## src/rtl/video_in_store_if.sv

```systemverilog
// Pixel FIFO read port and bus-master write port of video_in_store.
// wb_stb is the request valid and wb_ack its completion; wb_adr/wb_dat_o/wb_we stay stable until ack.
interface video_in_store_if;
    logic [7:0]  fifo_count;
    logic [31:0] fifo_data;
    logic        fifo_r_e;
    logic        wb_cyc;
    logic        wb_stb;
    logic        wb_we;
    logic [31:0] wb_adr;
    logic [31:0] wb_dat_o;
    logic        wb_ack;

    modport master (
        input  fifo_count, fifo_data, wb_ack,
        output fifo_r_e, wb_cyc, wb_stb, wb_we, wb_adr, wb_dat_o
    );

    modport slave (
        output fifo_count, fifo_data, wb_ack,
        input  fifo_r_e, wb_cyc, wb_stb, wb_we, wb_adr, wb_dat_o
    );
endinterface

```

## src/rtl/video_in_store.sv

```systemverilog
// Moves captured pixel words from a FIFO into a frame buffer in bursts of BURST_LEN bus writes.
// Define VIDEO_IN_STORE_DBUF_EN to ping-pong between base_addr_0 and base_addr_1 per frame.
module video_in_store #(
    parameter int BURST_LEN   = 16,
    parameter int FRAME_WORDS = 76800
) (
    input  logic             clk,
    input  logic             RST,
    input  logic             enable,
    input  logic [31:0]      base_addr_0,
    input  logic [31:0]      base_addr_1,
    video_in_store_if.master bus,
    output logic             frame_done,
    output logic             frame_idx,
    output logic [2:0]       dbg_state
);
    localparam int          BW        = $clog2(BURST_LEN);
    localparam logic [8:0]  BURST_CNT = 9'(BURST_LEN);
    localparam logic [16:0] FRAME_END = 17'(FRAME_WORDS);

    typedef enum logic [2:0] {
        S_IDLE  = 3'd0,
        S_WAIT  = 3'd1,
        S_FETCH = 3'd2,
        S_LOAD  = 3'd3,
        S_WRITE = 3'd4,
        S_DONE  = 3'd5
    } state_t;

    state_t      state_q, state_d;
    logic [16:0] wc_q, wc_d, wc_inc;
    logic        fifo_r_e_q, fifo_r_e_d;
    logic        wb_cyc_q, wb_cyc_d;
    logic        wb_stb_q, wb_stb_d;
    logic        wb_we_q, wb_we_d;
    logic [31:0] wb_adr_q, wb_adr_d;
    logic [31:0] wb_dat_q, wb_dat_d;
    logic        frame_done_q, frame_done_d;
    logic        frame_idx_q, frame_idx_d;
    logic        wbuf_q, wbuf_d;
    logic [31:0] base;
    logic        burst_end;

`ifdef VIDEO_IN_STORE_DBUF_EN
    assign base = wbuf_q ? base_addr_1 : base_addr_0;
`else
    logic unused_base_addr_1;
    assign unused_base_addr_1 = ^base_addr_1;
    assign base = base_addr_0;
`endif

    always_comb begin
        state_d      = state_q;
        wc_d         = wc_q;
        fifo_r_e_d   = 1'b0;
        wb_cyc_d     = wb_cyc_q;
        wb_stb_d     = wb_stb_q;
        wb_we_d      = wb_we_q;
        wb_adr_d     = wb_adr_q;
        wb_dat_d     = wb_dat_q;
        frame_done_d = 1'b0;
        frame_idx_d  = frame_idx_q;
        wbuf_d       = wbuf_q;
        wc_inc       = wc_q + 17'd1;
        burst_end    = (wc_inc[BW-1:0] == '0);
        case (state_q)
            S_IDLE: begin
                if (enable) begin
                    wc_d    = '0;
                    state_d = S_WAIT;
                end
            end
            S_WAIT: begin
                // Disable wins over a ready FIFO: the partial frame is dropped here.
                if (!enable) begin
                    wc_d    = '0;
                    state_d = S_IDLE;
                end else if ({1'b0, bus.fifo_count} >= BURST_CNT) begin
                    fifo_r_e_d = 1'b1;
                    wb_cyc_d   = 1'b1;
                    state_d    = S_FETCH;
                end
            end
            S_FETCH: state_d = S_LOAD;
            S_LOAD: begin
                wb_dat_d = bus.fifo_data;
                wb_adr_d = base + {13'd0, wc_q, 2'b00};
                wb_stb_d = 1'b1;
                wb_we_d  = 1'b1;
                state_d  = S_WRITE;
            end
            S_WRITE: begin
                if (bus.wb_ack) begin
                    wc_d     = wc_inc;
                    wb_stb_d = 1'b0;
                    wb_we_d  = 1'b0;
                    if (wc_inc == FRAME_END) begin
                        wb_cyc_d     = 1'b0;
                        frame_done_d = 1'b1;
                        frame_idx_d  = wbuf_q;
                        state_d      = S_DONE;
                    end else if (burst_end) begin
                        wb_cyc_d = 1'b0;
                        state_d  = S_WAIT;
                    end else begin
                        fifo_r_e_d = 1'b1;
                        state_d    = S_FETCH;
                    end
                end
            end
            S_DONE: begin
                wc_d = '0;
`ifdef VIDEO_IN_STORE_DBUF_EN
                wbuf_d = ~wbuf_q;
`endif
                state_d = enable ? S_WAIT : S_IDLE;
            end
            default: state_d = S_IDLE;
        endcase
    end

    always_ff @(posedge clk) begin
        if (RST) begin
            state_q      <= S_IDLE;
            wc_q         <= '0;
            fifo_r_e_q   <= 1'b0;
            wb_cyc_q     <= 1'b0;
            wb_stb_q     <= 1'b0;
            wb_we_q      <= 1'b0;
            wb_adr_q     <= '0;
            wb_dat_q     <= '0;
            frame_done_q <= 1'b0;
            frame_idx_q  <= 1'b0;
            wbuf_q       <= 1'b0;
        end else begin
            state_q      <= state_d;
            wc_q         <= wc_d;
            fifo_r_e_q   <= fifo_r_e_d;
            wb_cyc_q     <= wb_cyc_d;
            wb_stb_q     <= wb_stb_d;
            wb_we_q      <= wb_we_d;
            wb_adr_q     <= wb_adr_d;
            wb_dat_q     <= wb_dat_d;
            frame_done_q <= frame_done_d;
            frame_idx_q  <= frame_idx_d;
            wbuf_q       <= wbuf_d;
        end
    end

    assign bus.fifo_r_e = fifo_r_e_q;
    assign bus.wb_cyc   = wb_cyc_q;
    assign bus.wb_stb   = wb_stb_q;
    assign bus.wb_we    = wb_we_q;
    assign bus.wb_adr   = wb_adr_q;
    assign bus.wb_dat_o = wb_dat_q;
    assign frame_done   = frame_done_q;
    assign frame_idx    = frame_idx_q;
    assign dbg_state    = state_q;
endmodule

```

## src/flat_wrapper.sv

```systemverilog
// flat-port wrapper written by rule: the top's interface ports become plain ports
module video_in_store_flat 
#(
    parameter int BURST_LEN   = 16,
    parameter int FRAME_WORDS = 76800
)
  (clk, RST, enable, base_addr_0, base_addr_1, frame_done, frame_idx, dbg_state, bus_fifo_count, bus_fifo_data, bus_wb_ack, bus_fifo_r_e, bus_wb_cyc, bus_wb_stb, bus_wb_we, bus_wb_adr, bus_wb_dat_o);
  video_in_store_if bus_i ();
  input  logic clk;
  input  logic RST;
  input  logic enable;
  input  logic [31:0] base_addr_0;
  input  logic [31:0] base_addr_1;
  output logic frame_done;
  output logic frame_idx;
  output logic [2:0] dbg_state;
  input wire logic [$bits(bus_i.fifo_count)-1:0] bus_fifo_count;
  input wire logic [$bits(bus_i.fifo_data)-1:0] bus_fifo_data;
  input wire logic [$bits(bus_i.wb_ack)-1:0] bus_wb_ack;
  output wire logic [$bits(bus_i.fifo_r_e)-1:0] bus_fifo_r_e;
  output wire logic [$bits(bus_i.wb_cyc)-1:0] bus_wb_cyc;
  output wire logic [$bits(bus_i.wb_stb)-1:0] bus_wb_stb;
  output wire logic [$bits(bus_i.wb_we)-1:0] bus_wb_we;
  output wire logic [$bits(bus_i.wb_adr)-1:0] bus_wb_adr;
  output wire logic [$bits(bus_i.wb_dat_o)-1:0] bus_wb_dat_o;
  assign bus_i.fifo_count = bus_fifo_count;
  assign bus_i.fifo_data = bus_fifo_data;
  assign bus_i.wb_ack = bus_wb_ack;
  assign bus_fifo_r_e = bus_i.fifo_r_e;
  assign bus_wb_cyc = bus_i.wb_cyc;
  assign bus_wb_stb = bus_i.wb_stb;
  assign bus_wb_we = bus_i.wb_we;
  assign bus_wb_adr = bus_i.wb_adr;
  assign bus_wb_dat_o = bus_i.wb_dat_o;
  video_in_store #(.BURST_LEN(BURST_LEN), .FRAME_WORDS(FRAME_WORDS)) u_core (.clk(clk), .RST(RST), .enable(enable), .base_addr_0(base_addr_0), .base_addr_1(base_addr_1), .bus(bus_i), .frame_done(frame_done), .frame_idx(frame_idx), .dbg_state(dbg_state));
endmodule
```

## config.mk

```make
export PLATFORM = sky130hd
export DESIGN_NAME = video_in_store_flat
export DESIGN_NICKNAME = d
export VERILOG_FILES = /design/src/rtl/video_in_store_if.sv /design/src/rtl/video_in_store.sv /design/src/flat_wrapper.sv
export SDC_FILE = /design/constraint.sdc
export NUM_CORES = 1
export LEC_CHECK = 0
export CAP_MARGIN = 10
export CORE_AREA = 2 2 96 98
export DETAILED_ROUTE_END_ITERATION = 7
export DIE_AREA = 0 0 98 100
export DONT_BUFFER_PORTS = 1
export GPL_TIMING_DRIVEN = 0
export PLACE_DENSITY = 0.72
export SKIP_CTS_REPAIR_TIMING = 1
export SLEW_MARGIN = 20
export SYNTH_ARGS = -nofsm -noshare
export SYNTH_HDL_FRONTEND = slang
export SYNTH_SLANG_ARGS = --single-unit
```

## constraint.sdc

```tcl
create_clock -name clk -period 2.6 [get_ports clk]
set_input_delay 0.52 -clock clk [delete_from_list [all_inputs] [get_ports clk]]
set_output_delay 0.52 -clock clk [all_outputs]
set_load 0.02 [all_outputs]
```

==> run_results.csv, run 1 <==
group,metric,value,unit
timing,setup_viol,0,
synth,netlist_instances,620,
detailed_routing,wire_per_inst,17.3,um
detailed_routing,wl,12900,um
clock_tree,cts_num_sinks,88,
timing,fin_crit,2470,ps
synth,ys_ff_latch,88,
timing,fin_hold_ws,278,ps
timing,fmax,405,MHz
synth,synth.area.top_cells,"dfxtp_1, nand2_1, a21oi_1, ha_1, o21ai_0",
synth,synth_top_area_share,37.4,%
setup_path,crit_slowest_cell,"fa_1",
floorplan,core_area,8890,um^2
setup_path,path_cells,"ha_1, inv_1, fa_1, nand2b_2, a21oi_4, o2111ai_4, a21oi_4, a31oi_1, xor2_1, o21ai_0",
synth,synth_area_per_cell,7.59,um^2
setup_path,critical_path.max_fanout,7,
setup_path,cp_common_cell,"a21oi_4",
global_route,grt.overflow.total,0,
power_and_ir_drop,power.total,2.65,mW
timing,min_period_over_period,95.0,%
synth,syn-cell-area,4700,um^2
timing,clock_skew,8.15,ps
synth,synth-async-reset-ratio,0,%
setup_path,crit_family,"compound AO/OA/AOI/OAI gates",
clock_tree,worstSkewPairLatency,360,ps
synth,ys_seq_area_share,37.4,%
synth,synth_nets,747,
run,max_cap_viol_count,0,
synth,synth_edf_count,0,
synth,yosys_warnings,0,
synth,synth_top_area_cell,"dfxtp_1",
cells_and_area,num_antenna_cells,0,
floorplan,rows,35,
setup_path,path_class,"flop to flop",
clock_tree,cts_buffers,9,
setup_path,critPathLaunchType,"flop",
setup_path,endpoint_kind,"flop",
timing,hold_violations,0,
clock_tree,cts.reportedPaths.clkPinSlew,100,ps
timing,drv_slew,0,
clock_tree,cts_buffer_depth,2,
detailed_routing,dr.pass1.iters,6,
detailed_routing,via_count,4555,
timing,relSlewSlack,60.0,%
clock_tree,cts_tree,"done",
floorplan,start_util,52.9,%
placed_design,io_buffers,0,
cells_and_area,drive_gt1_share,8.15,%
power_and_ir_drop,vdd.ir_drop.worst,0.000296,V
cells_and_area,regArea,1770,um^2
synth,yosysMostFrequentCell,"nand2_1",
detailed_routing,drc,0,
clock_tree,cts_root_buf,"clkbuf_8",
global_route,grt_usage,24.7,%
worst_hold_path,hold_path.class,"input port to flop",
floorplan,die_y,100,um
placed_design,placed_area,4840,um^2
setup_path,crit_arrival,2720,ps
cells_and_area,fillers,843,
synth,synth-main-ff-cell,"dfxtp_1",
cells_and_area,syn_to_final_growth,9.84,%
floorplan,ios,181,
setup_path,crit_path_max_incr_delay,380,ps
floorplan,die_w,98,um
synth,synth.distinct_cells,60,
timing,worst_slew_pin_slew,600,ps
setup_path,crit_buf_inv,1,
power_and_ir_drop,pwr_density_cell,512,nW/um^2
setup_path,critical_path_required,2850,ps
global_route,antenna_found_initial,0,
cells_and_area,layout.nets,760,
floorplan,fp.dieArea,9800,um^2
detailed_routing,vias_per_cell,6.08,
global_route,grt_pass1_wl,19600,um
detailed_routing,final_antenna_net_count,0,
global_route,grt_pass1_vias,3996,
detailed_routing,initialDrtViolationCount,256,
global_route,grt_max_degree,17,
cells_and_area,fin_area,5170,um^2
placed_design,dpl.hpwl,9410,um
run_status,outcome,"finished, final reports clean",
clock_tree,htreeDepth,3,
cells_and_area,multi_input_area,2840,um^2
power_and_ir_drop,leakagePower,1.79,nW
synth,netlist_top_cells_count,"nand2_1, a21oi_1, dfxtp_1",
placed_design,gp_congestion,0.887,
==> path summary, 6_finish.rpt <==
kind / end / depth (start not counted) / from / slack [ps]
worst min-delay path: u_core.bus.wb_dat_o[16]$_SDFFE_PP0P_ / 2 / bus_fifo_data[16] / 280
worst max register to register: u_core.bus.wb_adr[18]$_SDFFE_PP0P_ / 10 / u_core.wc_q[0]$_SDFFE_PP0P_ / 130
worst min register to register: u_core.wc_q[16]$_SDFFE_PP0P_ / 2 / u_core.wc_q[16]$_SDFFE_PP0P_ / 510
worst max-delay path: u_core.bus.wb_adr[18]$_SDFFE_PP0P_ / 10 / u_core.wc_q[0]$_SDFFE_PP0P_ / 130
==> cell type report <==
| cell class | instances | share of cell area [%] |
|---|---|---|
| Timing Repair Buffer | 3 | 0.436 |
| Inverter | 7 | 0.508 |
| Buffer | 37 | 3.10 |
| Sequential cell | 88 | 34.2 |
| Clock buffer | 10 | 2.66 |
| Tap cell | 111 | 2.69 |
| Multi-Input combinational cell | 487 | 55.0 |
| Clock inverter | 6 | 1.45 |
==> power breakdown <==
part           total, mW  switching [mW]  internal, mW
clock               1.03           0.544         0.484
combinational      0.205           0.137        0.0685
sequential          1.41          0.0443          1.37
==> metrics by stage <==
stage	std cells	setup TNS (ps)	util, %	worst slack [ps]
final	749	0	58.1	130
after global routing	749	-15.6	58.1	-5.85
after CTS	747	-2520	56.9	-365
after detailed placement	731	-2260	54.5	-338
after global placement	731	-2730	54.5	-344
after floorplan	620	0	-	122
==> per-layer routing <==
layer | global-route usage, % | vias to the layer above | part of all wire, % | wire length [um]
met1 | 30.2 | 2119 | 42 | 5430
met2 | 42.4 | 183 | 49 | 6360
met5 | 0 | - | 0 | 0
li1 | - | 2235 | - | -
met3 | 6.69 | 18 | 7.4 | 954
met4 | 7.80 | 0 | 1.5 | 200
==> flip-flops by register name, summed over array words and instances, names as in the netlist <==
name                 cells
u_core.bus.wb_adr       32
u_core.bus.wb_dat_o     32
u_core.wc_q             17
u_core.dbg_state         3
u_core.bus.fifo_r_e      1
u_core.bus.wb_cyc        1
u_core.bus.wb_we         1
u_core.frame_done        1
==> cell families (layout without fill, tap and decap cells) <==
logic type,after synthesis,after routing,synth area share (%)
AND/OR/NAND/NOR,260,260,25.9
AO/OA/AOI/OAI,185,185,23.2
flip-flops,88,88,37.4
buffers and inverters,45,63,4.04
XOR/XNOR,22,22,4.10
adder cells (fa/ha/maj),19,19,5.21
other,1,1,0.0797
==> layout by cell type, fill, tap and decap left out, drive strengths merged, types with 3 or more instances in the layout <==
master	Yosys	final
nor3	10	10
a21oi	97	97
o21ai	33	33
a31oi	6	6
or3	5	5
nand3	24	24
o22ai	3	3
xnor2	15	15
clkbuf	22	31
buf	16	19
and3	10	10
nand3b	4	4
xor2	7	7
nand2b	3	3
nand4b	3	3
a211oi	11	11
ha	18	18
nand4	10	10
nand2	130	130
nor4	7	7
nor2	42	42
o221ai	3	3
dfxtp	88	88
inv	7	9
a311oi	6	6
a21o	7	7
No activity file was read; power rests on OpenSTA's default activity.
==> run 2, diff against run 1 <==
--- a/config.mk
+++ b/config.mk
@@ -11,7 +11,7 @@
 export DIE_AREA = 0 0 98 100
 export DONT_BUFFER_PORTS = 1
 export GPL_TIMING_DRIVEN = 0
-export PLACE_DENSITY = 0.72
+export PLACE_DENSITY = 0.73
 export SKIP_CTS_REPAIR_TIMING = 1
 export SLEW_MARGIN = 20
 export SYNTH_ARGS = -nofsm -noshare
==> run 2 against run 1 <==
Non-clock buffer count shrank 2. Utilization down 0.23 points. Largest power group unchanged. Total power is 1.3% higher. Cell count shrank 0.40%. Highest routed layer unchanged. Critical endpoint is now u_core.bus.wb_adr[22]$_SDFFE_PP0P_. Sequential power about the same. Worst hold slack improved by 1.7 ps. Fmax shrank 0.70%.
==> run_results.csv, run 2 (synthesis gave the netlist of run 1 again) <==
group,metric,value,unit
run_status,outcome,"finished, final reports clean",
setup_path,rr_worst_depth,9,
worst_hold_path,whs_path_depth,2,
global_route,grt_pass1_vias,4163,
power_and_ir_drop,leakagePower,1.79,nW
global_route,grt_pass1_wl,20300,um
clock_tree,cts.reportedPaths.clkPinSlew,90,ps
timing,clock_skew,7.64,ps
timing,min_period_over_period,95.7,%
cells_and_area,num_antenna_cells,0,
timing,setup_viol,0,
setup_path,crit_arrival,2750,ps
detailed_routing,initialDrtViolationCount,272,
cells_and_area,final_common_cell,"nand2_1",
clock_tree,htreeDepth,3,
clock_tree,cts_root_buf,"clkbuf_8",
detailed_routing,drc,0,
cells_and_area,layout.nets,758,
global_route,grt.overflow.total,0,
timing,drv_slew,0,
detailed_routing,via_count,4545,
detailed_routing,wire_per_inst,17.4,um
timing,grt_setup_unrepaired,"yes",
power_and_ir_drop,vdd.ir_drop.worst,0.000238,V
setup_path,path_class,"flop to flop",
setup_path,regToRegSetupSlack,110,ps
global_route,grt_usage,25.6,%
placed_design,dpl.cell_count,731,
floorplan,die_y,100,um
cells_and_area,drive_gt1_share,7.72,%
timing,fin_crit,2490,ps
setup_path,endpoint_kind,"flop",
worst_hold_path,hold_path.class,"input port to flop",
timing,setup_tns,0,ps
timing,fmax,402,MHz
clock_tree,cts_buffers,9,
cells_and_area,fillers,850,
cells_and_area,multi_input_area,2830,um^2
placed_design,gp_congestion,0.906,
power_and_ir_drop,pwr_density_cell,521,nW/um^2
clock_tree,worstSkewPairLatency,360,ps
clock_tree,cts_tree,"done",
cells_and_area,utilization,57.9,%
detailed_routing,vias_per_cell,6.09,
timing,relSlewSlack,59.9,%
global_route,grt_max_degree,16,
floorplan,fp.dieArea,9800,um^2
floorplan,rows,35,
clock_tree,cts_buffer_depth,2,
worst_hold_path,whs_endpoint,"u_core.bus.wb_dat_o[13]$_SDFFE_PP0P_",
setup_path,critPathLaunchType,"flop",
placed_design,dpl.hpwl,9670,um
clock_tree,cts_num_sinks,88,
floorplan,core_area,8890,um^2
global_route,antenna_found_initial,0,
floorplan,start_util,52.9,%
detailed_routing,dr.pass1.iters,5,
setup_path,critical_path_required,2860,ps
detailed_routing,wl,13000,um
placed_design,io_buffers,0,
worst_hold_path,holdCritStartpoint,"bus_fifo_data[13]",
cells_and_area,syn_to_final_growth,9.41,%
timing,fin_hold_ws,280,ps
floorplan,die_w,98,um
timing,worst_slew_pin_slew,601,ps
cells_and_area,instances_no_fill,746,
detailed_routing,final_antenna_net_count,0,
setup_path,critical_path.max_fanout,7,
floorplan,ios,181,
setup_path,worstReg2RegEnd,"u_core.bus.wb_adr[22]$_SDFFE_PP0P_",
cells_and_area,final_cell_mix,"nand2_1, a21oi_1, dfxtp_1",
timing,hold_violations,0,
setup_path,r2r-start,"u_core.wc_q[0]$_SDFFE_PP0P_",
cells_and_area,regArea,1770,um^2
run,max_cap_viol_count,0,
==> run 2: cell count changes in the layout (fill, tap and decap cells not counted), sizes merged <==
cell / previous run / this run
clkinvlp: 1 / 0
inv: 9 / 10
buf: 19 / 17
bufinv: 1 / 2
clkbuf: 31 / 30
clkinv: 2 / 1
==> run 2: worst max-delay path by stage <==
stage	startpoint	cells after the start	end	slack, ps
2_1_floorplan	base_addr_0[2]	10	u_core.bus.wb_adr[28]$_SDFFE_PP0P_	120
3_3_place_gp	u_core.wc_q[0]$_SDFFE_PP0P_	10	u_core.bus.wb_adr[30]$_SDFFE_PP0P_	-340
3_5_place_dp	u_core.wc_q[0]$_SDFFE_PP0P_	10	u_core.bus.wb_adr[30]$_SDFFE_PP0P_	-380
4_1_cts	u_core.wc_q[0]$_SDFFE_PP0P_	10	u_core.bus.wb_adr[30]$_SDFFE_PP0P_	-430
5_1_grt	u_core.wc_q[0]$_SDFFE_PP0P_	9	u_core.bus.wb_adr[22]$_SDFFE_PP0P_	-5
6_report	u_core.wc_q[0]$_SDFFE_PP0P_	9	u_core.bus.wb_adr[22]$_SDFFE_PP0P_	110
==> run 2: layout make-up <==
| type | instances | area share [%] |
|---|---|---|
| Tap cell | 111 | 2.70 |
| Inverter | 7 | 0.510 |
| Sequential cell | 88 | 34.3 |
| Timing Repair Buffer | 1 | 0.146 |
| Buffer | 37 | 3.11 |
| Clock buffer | 9 | 2.41 |
| Multi-Input combinational cell | 487 | 55.0 |
| Clock inverter | 6 | 1.77 |
==> run 2: metal layers <==
metal	GRT usage, %	vias up	share of wire, %
li1	-	2233	-
met1	30.5	2111	40
met2	43.5	176	49
met3	7.31	25	8.2
met4	10.6	0	2.4
met5	0	-	0
==> run 2: report_power, final <==
part           internal [mW]  total (mW)  leakage (nW)  switching, mW
logic                 0.0684       0.206         0.966          0.137
clock network          0.545        1.06         0.110          0.518
registers               1.37        1.41         0.711         0.0447
==> run 2: metrics by stage <==
step	area [um^2]	setup slack [ps]	total power [mW]
2_1_floorplan	4700	122	1.59
3_3_place_gp	4840	-338	1.64
3_5_place_dp	4840	-382	1.64
4_1_cts	5060	-431	2.70
5_1_grt	5150	-5.17	2.77
6_report	5150	112	2.68
==> run 2: worst max-delay path, cell delays in order, from the launching register on <==
cell and delay, ps:
dfxtp_4 400, ha_1 170, inv_1 50, fa_1 370, nand2b_2 230, a21oi_4 220, o2111ai_4 190, a211oi_4 330
o21ai_0 140, a32o_1 270
==> run 3, diff against run 2 <==
--- a/config.mk
+++ b/config.mk
@@ -11,6 +11,7 @@
 export DIE_AREA = 0 0 98 100
 export DONT_BUFFER_PORTS = 1
 export GPL_TIMING_DRIVEN = 0
+export MAX_ROUTING_LAYER = met4
 export PLACE_DENSITY = 0.73
 export SKIP_CTS_REPAIR_TIMING = 1
 export SLEW_MARGIN = 20
==> run 3 against run 2 <==
Setup slack improved by 1.6 ps. Global-route usage increased by 0.76 points. Clock skew increased by 0.85 ps. Critical path type unchanged. Worst hold slack got worse by 0.96 ps. Cell count unchanged. Highest routed layer unchanged. Non-clock buffer count unchanged. Via count increased by 0.33%. Critical path depth unchanged. Utilization unchanged. Total power about the same. Die area unchanged. Critical endpoint unchanged. Flip-flop and latch count unchanged.
==> run_results.csv, run 3 (synthesis gave the netlist of run 1 again) <==
group,metric,value,unit
run_status,outcome,"finished, final reports clean",
clock_tree,cts_buffers,9,
cells_and_area,num_antenna_cells,0,
cells_and_area,instances_no_fill,746,
cells_and_area,final_cell_mix,"nand2_1, a21oi_1, dfxtp_1",
detailed_routing,drc,0,
floorplan,rows,35,
clock_tree,htreeDepth,3,
floorplan,fp.dieArea,9800,um^2
placed_design,dp_slack,-382,ps
setup_path,crit_family,"compound AO/OA/AOI/OAI gates",
setup_path,r2r-start,"u_core.wc_q[0]$_SDFFE_PP0P_",
timing,setup_tns,0,ps
setup_path,critical_path.max_fanout,7,
setup_path,crit_buf_inv,1,
detailed_routing,vias_per_cell,6.11,
power_and_ir_drop,power.total,2.68,mW
floorplan,die_y,100,um
run,max_cap_viol_count,0,
clock_tree,cts_buffer_depth,2,
setup_path,critical_path_required,2870,ps
cells_and_area,fillers,850,
clock_tree,cts.reportedPaths.clkPinSlew,90,ps
global_route,grt.overflow.total,0,
placed_design,dpl.hpwl,9670,um
power_and_ir_drop,pwr_density_cell,521,nW/um^2
setup_path,crit_path_max_incr_delay,400,ps
power_and_ir_drop,leakagePower,1.79,nW
timing,min_period_over_period,95.6,%
setup_path,worstReg2RegEnd,"u_core.bus.wb_adr[22]$_SDFFE_PP0P_",
cells_and_area,layout.nets,758,
cells_and_area,multi_input_area,2830,um^2
timing,setup_ws,114,ps
clock_tree,cts_num_sinks,88,
power_and_ir_drop,vdd.ir_drop.worst,0.000237,V
setup_path,crit_arrival,2750,ps
timing,clock_skew,8.49,ps
timing,drv_slew,0,
timing,grt_setup_unrepaired,"yes",
worst_hold_path,hold_path.class,"input port to flop",
worst_hold_path,holdCritStartpoint,"bus_fifo_data[13]",
setup_path,endpoint_kind,"flop",
cells_and_area,syn_to_final_growth,9.41,%
clock_tree,worstSkewPairLatency,370,ps
worst_hold_path,whs_endpoint,"u_core.bus.wb_dat_o[13]$_SDFFE_PP0P_",
timing,fin_hold_ws,279,ps
cells_and_area,drive_gt1_share,7.72,%
placed_design,gp_congestion,0.922,
detailed_routing,wire_per_inst,17.5,um
global_route,grt_pass1_wl,20300,um
placed_design,io_buffers,0,
detailed_routing,wl,13000,um
timing,hold_violations,0,
placed_design,dpl.cell_count,731,
global_route,grt_max_degree,16,
floorplan,ios,181,
clock_tree,cts_root_buf,"clkbuf_8",
detailed_routing,final_antenna_net_count,0,
detailed_routing,via_count,4560,
timing,relSlewSlack,60.1,%
timing,fin_crit,2490,ps
floorplan,core_area,8890,um^2
floorplan,die_w,98,um
cells_and_area,regArea,1770,um^2
cells_and_area,final_common_cell,"nand2_1",
worst_hold_path,whs_path_depth,2,
setup_path,critPathLaunchType,"flop",
setup_path,regToRegSetupSlack,110,ps
clock_tree,cts_tree,"done",
global_route,grt_usage,26.3,%
timing,fmax,402,MHz
global_route,antenna_found_initial,0,
timing,worst_slew_pin_slew,595,ps
detailed_routing,dr.pass1.iters,5,
setup_path,path_class,"flop to flop",
setup_path,crit_slowest_cell,"dfxtp_4",
floorplan,start_util,52.9,%
global_route,grt_pass1_vias,4171,
setup_path,rr_worst_depth,9,
setup_path,path_cells,"ha_1, inv_1, fa_1, nand2b_2, a21oi_4, o2111ai_4, a211oi_4, o21ai_0, a32o_1",
detailed_routing,initialDrtViolationCount,289,
timing,setup_viol,0,
[run 3: cell types whose count changed in the layout (fill, tap and decap cells not counted)]
cell and change:
o21ai_0 -1, o21ai_1 +1
[run 3: cell type report]
type / count / share of cell area (%)
Tap cell: 111 / 2.70
Inverter: 7 / 0.510
Clock inverter: 6 / 1.77
Timing Repair Buffer: 1 / 0.146
Clock buffer: 9 / 2.41
Sequential cell: 88 / 34.3
Buffer: 37 / 3.11
Multi-Input combinational cell: 487 / 55.0
[run 3: metrics by stage]
step | util (%) | area (um^2)
2_1_floorplan | - | 4700
3_3_place_gp | 54.5 | 4840
3_5_place_dp | 54.5 | 4840
4_1_cts | 56.9 | 5060
5_1_grt | 57.9 | 5150
6_report | 57.9 | 5150
[run 3: where the power goes]
part	switching, mW	internal (mW)
Clock	0.517	0.545
Combinational	0.138	0.0684
Sequential	0.0447	1.37
Total	0.700	1.98
[run 3: worst max-delay path by stage]
| stage | depth (start not counted) | endpoint | startpoint | slack (ps) |
|---|---|---|---|---|
| floorplan | 10 | u_core.bus.wb_adr[28]$_SDFFE_PP0P_ | base_addr_0[2] | 120 |
| global placement | 10 | u_core.bus.wb_adr[30]$_SDFFE_PP0P_ | u_core.wc_q[0]$_SDFFE_PP0P_ | -340 |
| detailed placement | 10 | u_core.bus.wb_adr[30]$_SDFFE_PP0P_ | u_core.wc_q[0]$_SDFFE_PP0P_ | -380 |
| CTS | 10 | u_core.bus.wb_adr[30]$_SDFFE_PP0P_ | u_core.wc_q[0]$_SDFFE_PP0P_ | -430 |
| global route | 9 | u_core.bus.wb_adr[22]$_SDFFE_PP0P_ | u_core.wc_q[0]$_SDFFE_PP0P_ | -7 |
| finish | 9 | u_core.bus.wb_adr[22]$_SDFFE_PP0P_ | u_core.wc_q[0]$_SDFFE_PP0P_ | 110 |
[run 3: routing by layer]
metal	GRT usage (%)	part of all wire, %	vias to the layer above	wire (um)
met1	30.6	40	2122	5240
met4	10.6	2.4	0	311
met2	43.5	49	177	6430
met5	-	0	-	0
met3	7.03	8.0	27	1040
li1	-	-	2234	-
